## src/rtl/unified_mem_arbiter_pkg.sv

```systemverilog
// Shared definitions for the unified memory arbiter.
//   state_t    : transaction FSM states (IDLE -> ISSUE -> WAIT -> RESP).
//   GNT_I/D    : grant register encoding (fetch / data).
//   cnt_width  : bits needed to hold a counter value in 0..max_val (minimum 1).
package unified_mem_arbiter_pkg;

  typedef enum logic [1:0] {
    IDLE  = 2'd0,
    ISSUE = 2'd1,
    WAIT  = 2'd2,
    RESP  = 2'd3
  } state_t;

  localparam logic GNT_I = 1'b0;
  localparam logic GNT_D = 1'b1;

  function automatic int cnt_width(input int max_val);
    return (max_val < 2) ? 1 : $clog2(max_val + 1);
  endfunction

endpackage

```

## src/rtl/unified_mem_arbiter_arb_prio_starve.sv

```systemverilog
// Winner select and anti-starvation counter for the unified memory arbiter.
// Data has fixed priority; once STARVE_MAX data grants have been made while
// a fetch was waiting, the next contended grant goes to fetch.
// Ports:
//   clk, rst      : clock, synchronous active-high reset
//   i_req, d_req  : fetch / data requests as seen in IDLE
//   grant_strobe  : a grant is being made this cycle
//   granted_is_d  : the grant being made goes to the data port
//   pick_i        : combinational winner, 1 = fetch wins
module arb_prio_starve
  import unified_mem_arbiter_pkg::*;
#(
  parameter int STARVE_MAX = 4
) (
  input  logic clk,
  input  logic rst,
  input  logic i_req,
  input  logic d_req,
  input  logic grant_strobe,
  input  logic granted_is_d,
  output logic pick_i
);

  localparam int SW = cnt_width(STARVE_MAX);

  logic [SW-1:0] starve_cnt;
  logic          starved;

  assign starved = (starve_cnt == SW'(STARVE_MAX));
  assign pick_i  = i_req & (~d_req | starved);

  // Counts only data grants that overtook a waiting fetch; a data grant with
  // no fetch pending is not a starvation event and leaves the count alone.
  // NOTE: state registers use non-blocking assignments so every flop samples
  // the pre-edge values regardless of block evaluation order.
  always_ff @(posedge clk) begin
    if (rst) begin
      starve_cnt <= '0;
    end else if (grant_strobe) begin
      if (!granted_is_d) begin
        starve_cnt <= '0;
      end else if (i_req && !starved) begin
        starve_cnt <= starve_cnt + SW'(1);
      end
    end
  end

endmodule

```

## src/rtl/unified_mem_arbiter.sv

```systemverilog
// Unified memory arbiter: shares one single-port, synchronous-read memory
// between the instruction-fetch and load/store ports, one transaction at a
// time (IDLE sample -> ISSUE strobe -> WAIT MEM_LAT cycles -> RESP pulse).
// Ports:
//   clk, rst                          : clock, synchronous active-high reset
//   i_req/i_addr                      : fetch request and address
//   i_rdata/i_valid/i_stall           : fetch data, completion pulse, stall
//   d_req/d_we/d_addr/d_wdata         : data request, direction, address, data
//   d_rdata/d_valid/d_stall           : load data, completion pulse, stall
//   m_en/m_we/m_addr/m_wdata/m_rdata  : memory macro interface
module unified_mem_arbiter
  import unified_mem_arbiter_pkg::*;
#(
  parameter int AW         = 32,
  parameter int DW         = 32,
  parameter int MEM_LAT    = 1,
  parameter int STARVE_MAX = 4
) (
  input  logic          clk,
  input  logic          rst,
  input  logic          i_req,
  input  logic [AW-1:0] i_addr,
  output logic [DW-1:0] i_rdata,
  output logic          i_valid,
  output logic          i_stall,
  input  logic          d_req,
  input  logic          d_we,
  input  logic [AW-1:0] d_addr,
  input  logic [DW-1:0] d_wdata,
  output logic [DW-1:0] d_rdata,
  output logic          d_valid,
  output logic          d_stall,
  output logic          m_en,
  output logic          m_we,
  output logic [AW-1:0] m_addr,
  output logic [DW-1:0] m_wdata,
  input  logic [DW-1:0] m_rdata
);

  localparam int LW = cnt_width(MEM_LAT - 1);

  state_t          state_q, state_d;
  logic [LW-1:0]   lat_cnt_q;
  logic            lat_last;
  logic            grant_q;
  logic [AW-1:0]   m_addr_q;
  logic            m_we_q;
  logic [DW-1:0]   m_wdata_q;
  logic [DW-1:0]   i_rdata_q;
  logic [DW-1:0]   d_rdata_q;

  logic            any_req;
  logic            grant_strobe;
  logic            pick_i;
  logic            granted_is_d;

  assign any_req      = i_req | d_req;
  assign grant_strobe = (state_q == IDLE) & any_req;
  assign granted_is_d = ~pick_i;
  assign lat_last     = (lat_cnt_q == LW'(MEM_LAT - 1));

  arb_prio_starve #(
    .STARVE_MAX (STARVE_MAX)
  ) u_arb (
    .clk          (clk),
    .rst          (rst),
    .i_req        (i_req),
    .d_req        (d_req),
    .grant_strobe (grant_strobe),
    .granted_is_d (granted_is_d),
    .pick_i       (pick_i)
  );

  // ---------------------------------------------------------------------------
  // FSM: state register
  // ---------------------------------------------------------------------------
  always_ff @(posedge clk) begin
    if (rst) state_q <= IDLE;
    else     state_q <= state_d;
  end

  // ---------------------------------------------------------------------------
  // FSM: next state and strobes. Requests are only looked at in IDLE, so a
  // transaction always runs to completion even if its requester drops out.
  // ---------------------------------------------------------------------------
  always_comb begin
    // NOTE: every output of this block gets a default first; a path that
    // skipped an assignment would otherwise infer a latch.
    state_d = state_q;
    m_en    = 1'b0;
    i_valid = 1'b0;
    d_valid = 1'b0;
    unique case (state_q)
      IDLE: begin
        if (any_req) state_d = ISSUE;
      end
      ISSUE: begin
        m_en    = 1'b1;
        state_d = WAIT;
      end
      WAIT: begin
        if (lat_last) state_d = RESP;
      end
      RESP: begin
        if (grant_q == GNT_I) i_valid = 1'b1;
        else                  d_valid = 1'b1;
        state_d = IDLE;
      end
      default: state_d = IDLE;
    endcase
  end

  // ---------------------------------------------------------------------------
  // Datapath: grant, memory command registers, latency counter, read data.
  // The command registers hold between transactions; only m_en qualifies them.
  // ---------------------------------------------------------------------------
  always_ff @(posedge clk) begin
    if (rst) begin
      grant_q   <= GNT_D;
      m_addr_q  <= '0;
      m_we_q    <= 1'b0;
      m_wdata_q <= '0;
      lat_cnt_q <= '0;
      i_rdata_q <= '0;
      d_rdata_q <= '0;
    end else begin
      if (grant_strobe) begin
        if (pick_i) begin
          grant_q  <= GNT_I;
          m_addr_q <= i_addr;
          m_we_q   <= 1'b0;
        end else begin
          grant_q   <= GNT_D;
          m_addr_q  <= d_addr;
          m_we_q    <= d_we;
          m_wdata_q <= d_wdata;
        end
      end

      if (state_q == ISSUE)     lat_cnt_q <= '0;
      else if (state_q == WAIT) lat_cnt_q <= lat_cnt_q + LW'(1);

      // A write still spends MEM_LAT cycles in WAIT but leaves rdata alone.
      if ((state_q == WAIT) && lat_last && !m_we_q) begin
        if (grant_q == GNT_I) i_rdata_q <= m_rdata;
        else                  d_rdata_q <= m_rdata;
      end
    end
  end

  assign m_addr  = m_addr_q;
  assign m_we    = m_we_q;
  assign m_wdata = m_wdata_q;
  assign i_rdata = i_rdata_q;
  assign d_rdata = d_rdata_q;
  assign i_stall = i_req & ~i_valid;
  assign d_stall = d_req & ~d_valid;

endmodule

```

## config.mk

```make
export PLATFORM = sky130hd
export DESIGN_NAME = unified_mem_arbiter
export DESIGN_NICKNAME = d
export VERILOG_FILES = /design/src/rtl/unified_mem_arbiter_pkg.sv /design/src/rtl/unified_mem_arbiter_arb_prio_starve.sv /design/src/rtl/unified_mem_arbiter.sv
export SDC_FILE = /design/constraint.sdc
export NUM_CORES = 1
export LEC_CHECK = 0
export BUFFER_PORTS_ARGS = -buffer_cell sky130_fd_sc_hd__buf_2
export CAP_MARGIN = 40
export CELL_PAD_IN_SITES_DETAIL_PLACEMENT = 1
export CELL_PAD_IN_SITES_GLOBAL_PLACEMENT = 2
export CORE_MARGIN = 5
export CORE_UTILIZATION = 27
export DETAILED_ROUTE_END_ITERATION = 8
export PLACE_DENSITY = 0.89
export SLEW_MARGIN = 0
export SYNTH_ARGS = -nofsm -noshare
export SYNTH_HDL_FRONTEND = slang
export SYNTH_SLANG_ARGS = --single-unit
```

## constraint.sdc

```tcl
create_clock -name clk -period 2.6 [get_ports clk]
set_input_delay 0.52 -clock clk [delete_from_list [all_inputs] [get_ports clk]]
set_output_delay 0.52 -clock clk [all_outputs]
set_load 0.02 [all_outputs]
```

==> results of run 1 <==
[cell usage in the layout (no fill, tap or decap), types with 2 or more instances in the layout]
cell type	count
bufinv_16	3
buf_12	2
a21oi_2	10
nand2_1	126
ha_1	6
nand3_1	66
inv_1	6
clkinv_2	3
nand2_2	10
nor2_1	34
a21oi_1	91
clkbuf_8	2
nand4_1	2
o21ai_0	63
buf_4	16
clkbuf_16	17
dfxtp_1	136
o21ai_1	3
nor2b_1	2
and2_1	2
buf_2	265
a311oi_1	32
clkinv_4	3
[registers in the layout, indices dropped and copies added, names as in the netlist]
name,count
d_rdata,32
grant_q,1
i_rdata,32
lat_cnt_q,1
m_addr,32
m_wdata,32
m_we,1
state_q,2
u_arb.starve_cnt,3
[path summary, 6_finish.rpt]
kind         cells after the start     endpoint  slack (ns)
max                              6  d_rdata[17]        0.57
min                              3  m_wdata[31]        0.36
max reg2reg                      6  d_rdata[17]        0.57
min reg2reg                      2  i_rdata[31]        0.45
[metrics by stage]
step / total power (W) / util
floorplan: 0.004304 / -
global placement: 0.005100 / 0.3479
detailed placement: 0.005140 / 0.3479
CTS: 0.007683 / 0.3779
global route: 0.008010 / 0.3779
finish: 0.007548 / 0.3780
[layer usage]
metal,GRT usage,vias up,part of all wire
met4,0.05346,0,0.017
met3,0.06191,28,0.085
met1,0.2045,2686,0.44
met5,0,-,0
met2,0.2717,209,0.46
li1,-,2800,-
[worst max-delay path, cell delays in order, from the launching register on]
cell,delay (ns)
dfxtp_1,0.32
inv_1,0.11
ha_1,0.31
nand4bb_1,0.52
buf_4,0.44
nand2_1,0.11
a21oi_1,0.07
[power groups by stage]
stage	registers, W	logic [W]	clock network (W)
final	0.00270	0.00235	0.00249
after CTS	0.00271	0.00240	0.00258
after global placement	0.00273	0.00237	0
after global routing	0.00275	0.00261	0.00265
after detailed placement	0.00275	0.00239	0
after floorplan	0.00317	0.00113	0
[cell families after synthesis]
logic type | after synthesis | synth area share
xor+xnor | 1 | 0.001594
simple gates | 252 | 0.2049
buf+inv | 71 | 0.06237
fa+ha+maj | 6 | 0.01366
flops | 136 | 0.4953
compound gates | 206 | 0.2222
[area by class of cell]
class | instances | area, sq um
antenna | 1 | 2.502
clock buffer | 20 | 456.7
clock inverter | 11 | 147.6
fill | 2533 | 12550
inverter | 6 | 22.52
multi-input combinational | 465 | 2447
sequential | 136 | 2723
tap | 270 | 337.8
timing repair buffer | 283 | 1486
==> impl_metrics.toml, run 1 <==
[outcome]
outcome = "complete, no violations"

[power_and_ir_drop]
p_leak_nw = 3.298
p_int_w = 0.004830
p_switching_w = 0.002718
clockPowerShare = 0.330
swShare = 0.3601
cellPowerDensity_nw_per_um2 = 990.1
seqPwrFrac = 0.358
p_comb_frac = 0.312
vdd_drop_max_uv = 492.3

[logic_synthesis]
yosysMostFrequentCell = "dfxtp_1"
synth_top_cell_by_area = "dfxtp_1"
synthFlopType = "dfxtp_1"
ys_types = 38
synth_warnings = 0
synth.avg_cell_area_sq_um = 8.179
synth-seq-area-share = 0.4953
syn_area_sq_um = 5497
synth-async-reset-ratio = 0
netlist_top_cells_count = "136 x dfxtp_1, 126 x nand2_1, 91 x a21oi_1, 66 x nand3_1, 63 x o21ai_0"
synth_area_leaders = "dfxtp_1 50%, nand2_1 8.6%, a21oi_1 8.3%"
synth_fp_nets = 811
synth_cells = 672
synthDominantCellAreaShare = 0.4953
synth-edff-count = 0
ys_ff_latch = 136

[cts]
cts.hold.buffers_added = 0
cts_tree = "built"
cts_buffer_depth = 2
htreeDepth = 4
cts_made_buffers = 17
postCtsSetupBuffers = 0
cts.sinks = 136
cts_root_buf = "clkbuf_16"
cts.clk_slew.worst_paths_ns = 0.06
clk_latency_ns = 0.41
cts_resized = 0

[final_layout]
drive_above_1_share = 0.3681
syn_to_final_growth_pct = 38.70
fin_cells = 1192
fin_nets = 1048
stdcell_area_sq_um = 7624

[sta]
fin_worst_skew_ns = 0.01013
worst_slack_ns = 0.5726
slew_headroom = 0.5699
grt_setup_unrepaired = "false"
fmax_mhz = 493.2
hold_viol_final = 0
finalCriticalPeriod_ns = 2.027
setup_viol_count_final = 0
tns_ns = 0
min_period_over_period = 0.7798
slew_viol_final = 0
worst_pin_slew_ns = 0.6452
holdWs_ns = 0.3590

[die]
row_count = 52
die_w_um = 152.7
io_pins = 267
core_sq_um = 20170
die_h_um = 152.7
dieArea_sq_um = 23310
start_util = 0.2725

[place]
dp.cells = 1160
place_hpwl_um = 14140
dp_slack_ns = 0.5034
postPlaceCellArea_sq_um = 7017
gp_congestion = 0.7779
port_buffers = 266

[global_routing]
grt_pass1_vias = 5990
antenna_found_initial = 0
grt_max_degree = 46
grt_overflow = 0
grt_pass1_wl_um = 31970
grt_use_total = 0.1666

[critical_path]
crit_fanout = 23
rr_startpoint = "state_q[0]"
critPathKind = "flip-flop to flip-flop"
crit_required_ns = 2.87
end_kind = "flip-flop"
crit_path_start_kind = "flip-flop"
cp_data_arrival_time_ns = 2.29
crit_start = "state_q[0]"

[detailed_routing]
wl_per_cell_um = 16.74
ant_nets = 0
vias = 5723
drc = 0
firstDrtPassIters = 4
wl_um = 19950
first_iter_violations = 204
via_per_inst = 4.801

[flow_run]
maxCapViolCount = 0

[hold_path]
hold_class = "primary input to flip-flop"
holdCritStartpoint = "d_wdata[31]"
(Power assumes the default switching activity.)
==> run 2, diff against run 1 <==
--- a/config.mk
+++ b/config.mk
@@ -5,14 +5,15 @@
 export SDC_FILE = /design/constraint.sdc
 export NUM_CORES = 1
 export LEC_CHECK = 0
+export ABC_AREA = 1
 export BUFFER_PORTS_ARGS = -buffer_cell sky130_fd_sc_hd__buf_2
 export CAP_MARGIN = 40
 export CELL_PAD_IN_SITES_DETAIL_PLACEMENT = 1
 export CELL_PAD_IN_SITES_GLOBAL_PLACEMENT = 2
 export CORE_MARGIN = 5
-export CORE_UTILIZATION = 27
+export CORE_UTILIZATION = 24
 export DETAILED_ROUTE_END_ITERATION = 8
-export PLACE_DENSITY = 0.89
+export PLACE_DENSITY = 0.82
 export SLEW_MARGIN = 0
 export SYNTH_ARGS = -nofsm -noshare
 export SYNTH_HDL_FRONTEND = slang
==> constraint.sdc (replaced) <==
create_clock -name clk -period 1.9 [get_ports clk]
set_input_delay 0.38 -clock clk [delete_from_list [all_inputs] [get_ports clk]]
set_output_delay 0.38 -clock clk [all_outputs]
set_load 0.02 [all_outputs]
==> impl_metrics.toml, run 2 <==
[outcome]
outcome = "complete, no violations"

[die]
dieArea_sq_um = 28380
core_sq_um = 24960
die_w_um = 168.5
io_pins = 267
start_util = 0.2414
die_h_um = 168.5
row_count = 58

[power_and_ir_drop]
seqPwrFrac = 0.331
p_leak_nw = 4.384
p_int_w = 0.007159
report.power.total_w = 0.01175
p_comb_frac = 0.367
p_switching_w = 0.004590
vdd_drop_max_uv = 830.3
clockPowerShare = 0.302
cellPowerDensity_nw_per_um2 = 1420
swShare = 0.3907

[logic_synthesis]
yosys.area_share.simple = 0.3742
synth-async-reset-ratio = 0
synth_warnings = 0
ys_ff_latch = 136
netlist_top_cells_count = "204 x nand2_1, 168 x nor2_1, 136 x dfxtp_1, 79 x inv_1, 68 x nand3_1"
syn_area_sq_um = 6026
synth.avg_cell_area_sq_um = 6.910
synth-seq-area-share = 0.4518
synth_top_family_by_area = "simple AND/OR/NAND/NOR gates"
synth_area_leaders = "dfxtp_1 45%, nand2_1 13%, nor2_1 10%"
synth_fp_nets = 1011
synthFlopType = "dfxtp_1"
ys_types = 21
synth-compound-area-share = 0.05731
synth-edff-count = 0
muxShareOfSynthArea = 0
synth_cells = 872
synthAdderAreaFrac = 0.01246
synthXorXnorAreaFrac = 0
yosysMostFrequentCell = "nand2_1"
synthDominantCellAreaShare = 0.4518
synth_top_cell_by_area = "dfxtp_1"

[place]
port_buffers = 266
dp.cells = 1416
gp_congestion = 0.7436
place_hpwl_um = 15230

[critical_path]
crit_fanout = 4
crit_path_start_kind = "flip-flop"
end_kind = "output port"
cp_data_arrival_time_ns = 1.39
critPathKind = "flip-flop to output port"
crit_required_ns = 1.52

[final_layout]
final_common_cell = "buf_2"
fin_nets = 1244
fin_cells = 1449
syn_to_final_growth_pct = 37.31
final_cell_mix = "266 x buf_2, 204 x nand2_1, 167 x nor2_1, 136 x dfxtp_1, 78 x inv_1"
drive_above_1_share = 0.2853

[sta]
setup_viol_count_final = 0
fin_worst_skew_ns = 0.008671
finalCriticalPeriod_ns = 1.770
hold_viol_final = 0
slew_headroom = 0.7128
grt_setup_unrepaired = "false"
tns_ns = 0
worst_pin_slew_ns = 0.4308
min_period_over_period = 0.9317
slew_viol_final = 0
fmax_mhz = 564.9

[cts]
cts_buffer_depth = 2
clk_latency_ns = 0.41
cts_tree = "built"
htreeDepth = 4
cts_made_buffers = 17
cts_root_buf = "clkbuf_16"
cts.sinks = 136
postCtsSetupBuffers = 0
cts.clk_slew.worst_paths_ns = 0.06

[flow_run]
maxCapViolCount = 0

[detailed_routing]
vias = 6323
ant_nets = 0
firstDrtPassIters = 4
wl_um = 21400
drc = 0
first_iter_violations = 274
via_per_inst = 4.364
wl_per_cell_um = 14.77

[global_routing]
grt_max_degree = 88
grt_pass1_wl_um = 34780
grt_overflow = 0
antenna_found_initial = 1
grt_pass1_vias = 6426
grt_use_total = 0.1505

[hold_path]
hold_class = "primary input to flip-flop"
run 2: cell types whose count changed in the layout (fill, tap and decap cells not counted), moves of 3 or more:
| cell | change |
|---|---|
| nor2_1 | +133 |
| nand2_1 | +78 |
| inv_1 | +72 |
| o21ai_0 | -61 |
| nand3b_1 | +33 |
| a311oi_1 | -32 |
| nand4_1 | +30 |
| a21oi_1 | -24 |
| a21oi_2 | -10 |
| nand2_2 | -9 |
| buf_4 | -8 |
| buf_12 | +5 |
| o21ai_1 | -3 |
run 2: worst paths after layout:
| path | slack [ns] | to | start | depth (start not counted) |
|---|---|---|---|---|
| setup / recovery | 0.13 | i_stall | state_q[1] | 5 |
| hold / removal | 0.22 | i_rdata[6] | m_rdata[6] | 3 |
| setup reg to reg | 0.22 | grant_q | state_q[0] | 8 |
| hold reg to reg | 0.46 | d_rdata[24] | d_rdata[24] | 2 |
run 2: layer usage:
layer  routed length [um]  part of all wire  track usage  vias to the layer above
li1                     -                 -            -                     3213
met1                 9734              0.45       0.1934                     2910
met2                 9727              0.45       0.2437                      183
met3                 1771             0.083      0.05722                       15
met4                  151            0.0071      0.02858                        2
met5                   13           0.00061            0                        -
run 2: kinds of logic after synthesis:
logic type               Yosys count
flip-flops                       136
buffers and inverters            146
AND/OR/NAND/NOR                  515
adder cells (fa/ha/maj)            6
AO/OA/AOI/OAI                     69
run 2: timing repair:
action | CTS | global route
hold buffers | 0 | 0
setup endpoints to repair | 0 | 1
gates resized for setup | 0 | 1
endpoints found under the hold margin | 0 | 0
run 2: metrics by stage:
step | worst slack [ns] | hold slack, ns | utilization | area (sq um)
4_1_cts | 0.03955 | 0.1910 | 0.3312 | 8269
3_3_place_gp | 0.2765 | 0.4471 | 0.3062 | 7644
5_1_grt | 0.01501 | 0.2052 | 0.3313 | 8272
6_report | 0.1298 | 0.2173 | 0.3314 | 8274
3_5_place_dp | 0.2355 | 0.4515 | 0.3062 | 7644
2_1_floorplan | 0.2952 | 0.4719 | - | 6026
run 2: power groups by stage:
| stage | logic (W) | registers, W | clock network (W) |
|---|---|---|---|
| floorplan | 0.00219 | 0.00470 | 0 |
| global placement | 0.00434 | 0.00393 | 0 |
| detailed placement | 0.00439 | 0.00396 | 0 |
| CTS | 0.00440 | 0.00390 | 0.00369 |
| global route | 0.00485 | 0.00399 | 0.00382 |
| finish | 0.00431 | 0.00389 | 0.00355 |
run 2: area by class of cell:
type,instances,area (sq um)
well taps,330,412.9
flip-flops and latches,136,2723
repair buffers,281,1531
fillers,3258,16690
multi-input cells,590,2683
inverters,79,296.5
diodes,1,2.502
clock buffers,18,429.2
clock inverters,14,196.4
run 2: worst max-delay path, cell delays in order (launching register included):
cell	delay, ns
dfxtp_1	0.38
ha_1	0.20
inv_1	0.06
nor2_2	0.12
nor2_1	0.06
buf_2	0.16
==> run 3, diff against run 2 <==
==> constraint.sdc (replaced) <==
create_clock -name clk -period 1.65 [get_ports clk]
set_input_delay 0.33 -clock clk [delete_from_list [all_inputs] [get_ports clk]]
set_output_delay 0.33 -clock clk [all_outputs]
set_load 0.02 [all_outputs]
==> impl_metrics.toml, run 3 (synthesized netlist as in run 2, its figures left out) <==
[critical_path]
cp_data_arrival_time_ns = 1.97
end_kind = "flip-flop"
crit_path_start_kind = "flip-flop"
rr_startpoint = "state_q[1]"
critPathKind = "flip-flop to flip-flop"
crit_start = "state_q[1]"
crit_fanout = 7
crit_required_ns = 1.96

[sta]
worst_pin_slew_ns = 0.3707
finalCriticalPeriod_ns = 1.656
min_period_over_period = 1.004
hold_viol_final = 0
grt_setup_unrepaired = "true"
setup_viol_count_final = 1
tns_ns = -0.006088
slew_viol_final = 0
fmax_mhz = 603.8
slew_headroom = 0.7529
fin_worst_skew_ns = 0.009736
worst_slack_ns = -0.006088

[cts]
cts.clk_slew.worst_paths_ns = 0.07
htreeDepth = 4
cts_buffer_depth = 2
cts.sinks = 136
cts_made_buffers = 17
cts_tree = "built"
cts_root_buf = "clkbuf_16"
clk_latency_ns = 0.42

[detailed_routing]
drc = 0
firstDrtPassIters = 4
via_per_inst = 4.413
ant_nets = 0
first_iter_violations = 243
wl_um = 22940
vias = 6509
wl_per_cell_um = 15.56

[final_layout]
syn_to_final_growth_pct = 48.01
drive_above_1_share = 0.3319
final_common_cell = "buf_2"
regArea_sq_um = 2731
fin_cells = 1475
fin_nets = 1272
multiInputGateArea_sq_um = 2814
final_core_util = 0.3573
fill_cells = 3210
diodes = 0
final_cell_mix = "262 x buf_2, 202 x nand2_1, 162 x nor2_1, 133 x dfxtp_1, 73 x inv_1"

[die]
core_sq_um = 24960
row_count = 58
die_h_um = 168.5
die_w_um = 168.5
dieArea_sq_um = 28380
io_pins = 267
start_util = 0.2414

[outcome]
outcome = "finished with violations"
violations = "negative setup slack"

[power_and_ir_drop]
cellPowerDensity_nw_per_um2 = 1671
p_leak_nw = 4.666
vdd_drop_max_uv = 603.4

[global_routing]
antenna_found_initial = 1
grt_max_degree = 68
grt_overflow = 0
grt_pass1_vias = 6567
grt_pass1_wl_um = 35000
grt_use_total = 0.1516

[place]
gp_congestion = 0.7702
place_hpwl_um = 15450
port_buffers = 266
dp.cells = 1427

[hold_path]
holdCritStartpoint = "m_rdata[31]"
hold_class = "primary input to flip-flop"

[flow_run]
maxCapViolCount = 0
## run 3: cell count changes in the layout (fill, tap and decap cells not counted), moves of 8 or more
cell	before	now
buf_6	0	9
buf_4	8	16
clkbuf_16	17	27
nand3_1	68	54
nand3_2	0	14
## run 3: worst paths after layout
check / to / slack (ns) / depth (start not counted)
setup / recovery: m_wdata[23] / -0.006 / 10
hold / removal: i_rdata[31] / 0.15 / 3
setup reg to reg: m_wdata[23] / -0.006 / 10
hold reg to reg: d_rdata[25] / 0.46 / 2
## run 3: critical path, cell delays in order (launching register included)
cell and delay, ns:
dfxtp_4 0.36, buf_6 0.12, inv_4 0.06, ha_4 0.13, inv_2 0.04, nor2_4 0.25
clkbuf_16 0.24, buf_16 0.12, nand3b_1 0.08, nand2_1 0.08, nor2_1 0.05
## run 3: final cells by class
type                    instances  share of cell area
flip-flops and latches        136              0.3063
multi-input cells             590              0.3155
inverters                      79             0.03381
clock buffers                  19             0.05079
repair buffers                309              0.2288
clock inverters                12             0.01852
well taps                     330             0.04630
## run 3: metal layers
metal  GRT usage  vias to the layer above  part of all wire
li1            -                     3275                 -
met1      0.1930                     3006              0.44
met2      0.2437                      202              0.46
met3     0.05441                       24             0.080
met4     0.04164                        2             0.016
met5           0                        -           0.00087
## run 3: what timing repair did
action | 4_1_cts | 5_1_grt
pin swaps | 2 | 21
setup endpoints to repair | 4 | 135
hold endpoints to repair | 0 | 0
gates resized for setup | 14 | 46
hold buffers | 0 | 0
gates cloned | 0 | 10
setup buffers | 2 | 5
## run 3: report_power, final
part | internal, W | switching, W | total (W)
Clock | 0.00248 | 0.00159 | 0.00407
Combinational | 0.00258 | 0.00373 | 0.00631
Sequential | 0.00409 | 0.000441 | 0.00453
## run 3: stage by stage
step           total power [W]  instance area [sq um]  setup slack [ns]  hold slack [ns]
2_1_floorplan         0.007936                   6026           0.09521           0.4649
3_3_place_gp          0.009854                   7789            0.1591           0.4472
3_5_place_dp          0.009950                   7789            0.1037           0.4504
4_1_cts                0.01420                   8461          -0.02417           0.1342
5_1_grt                0.01593                   8919          -0.08959           0.1487
6_report               0.01491                   8919         -0.006088           0.1516
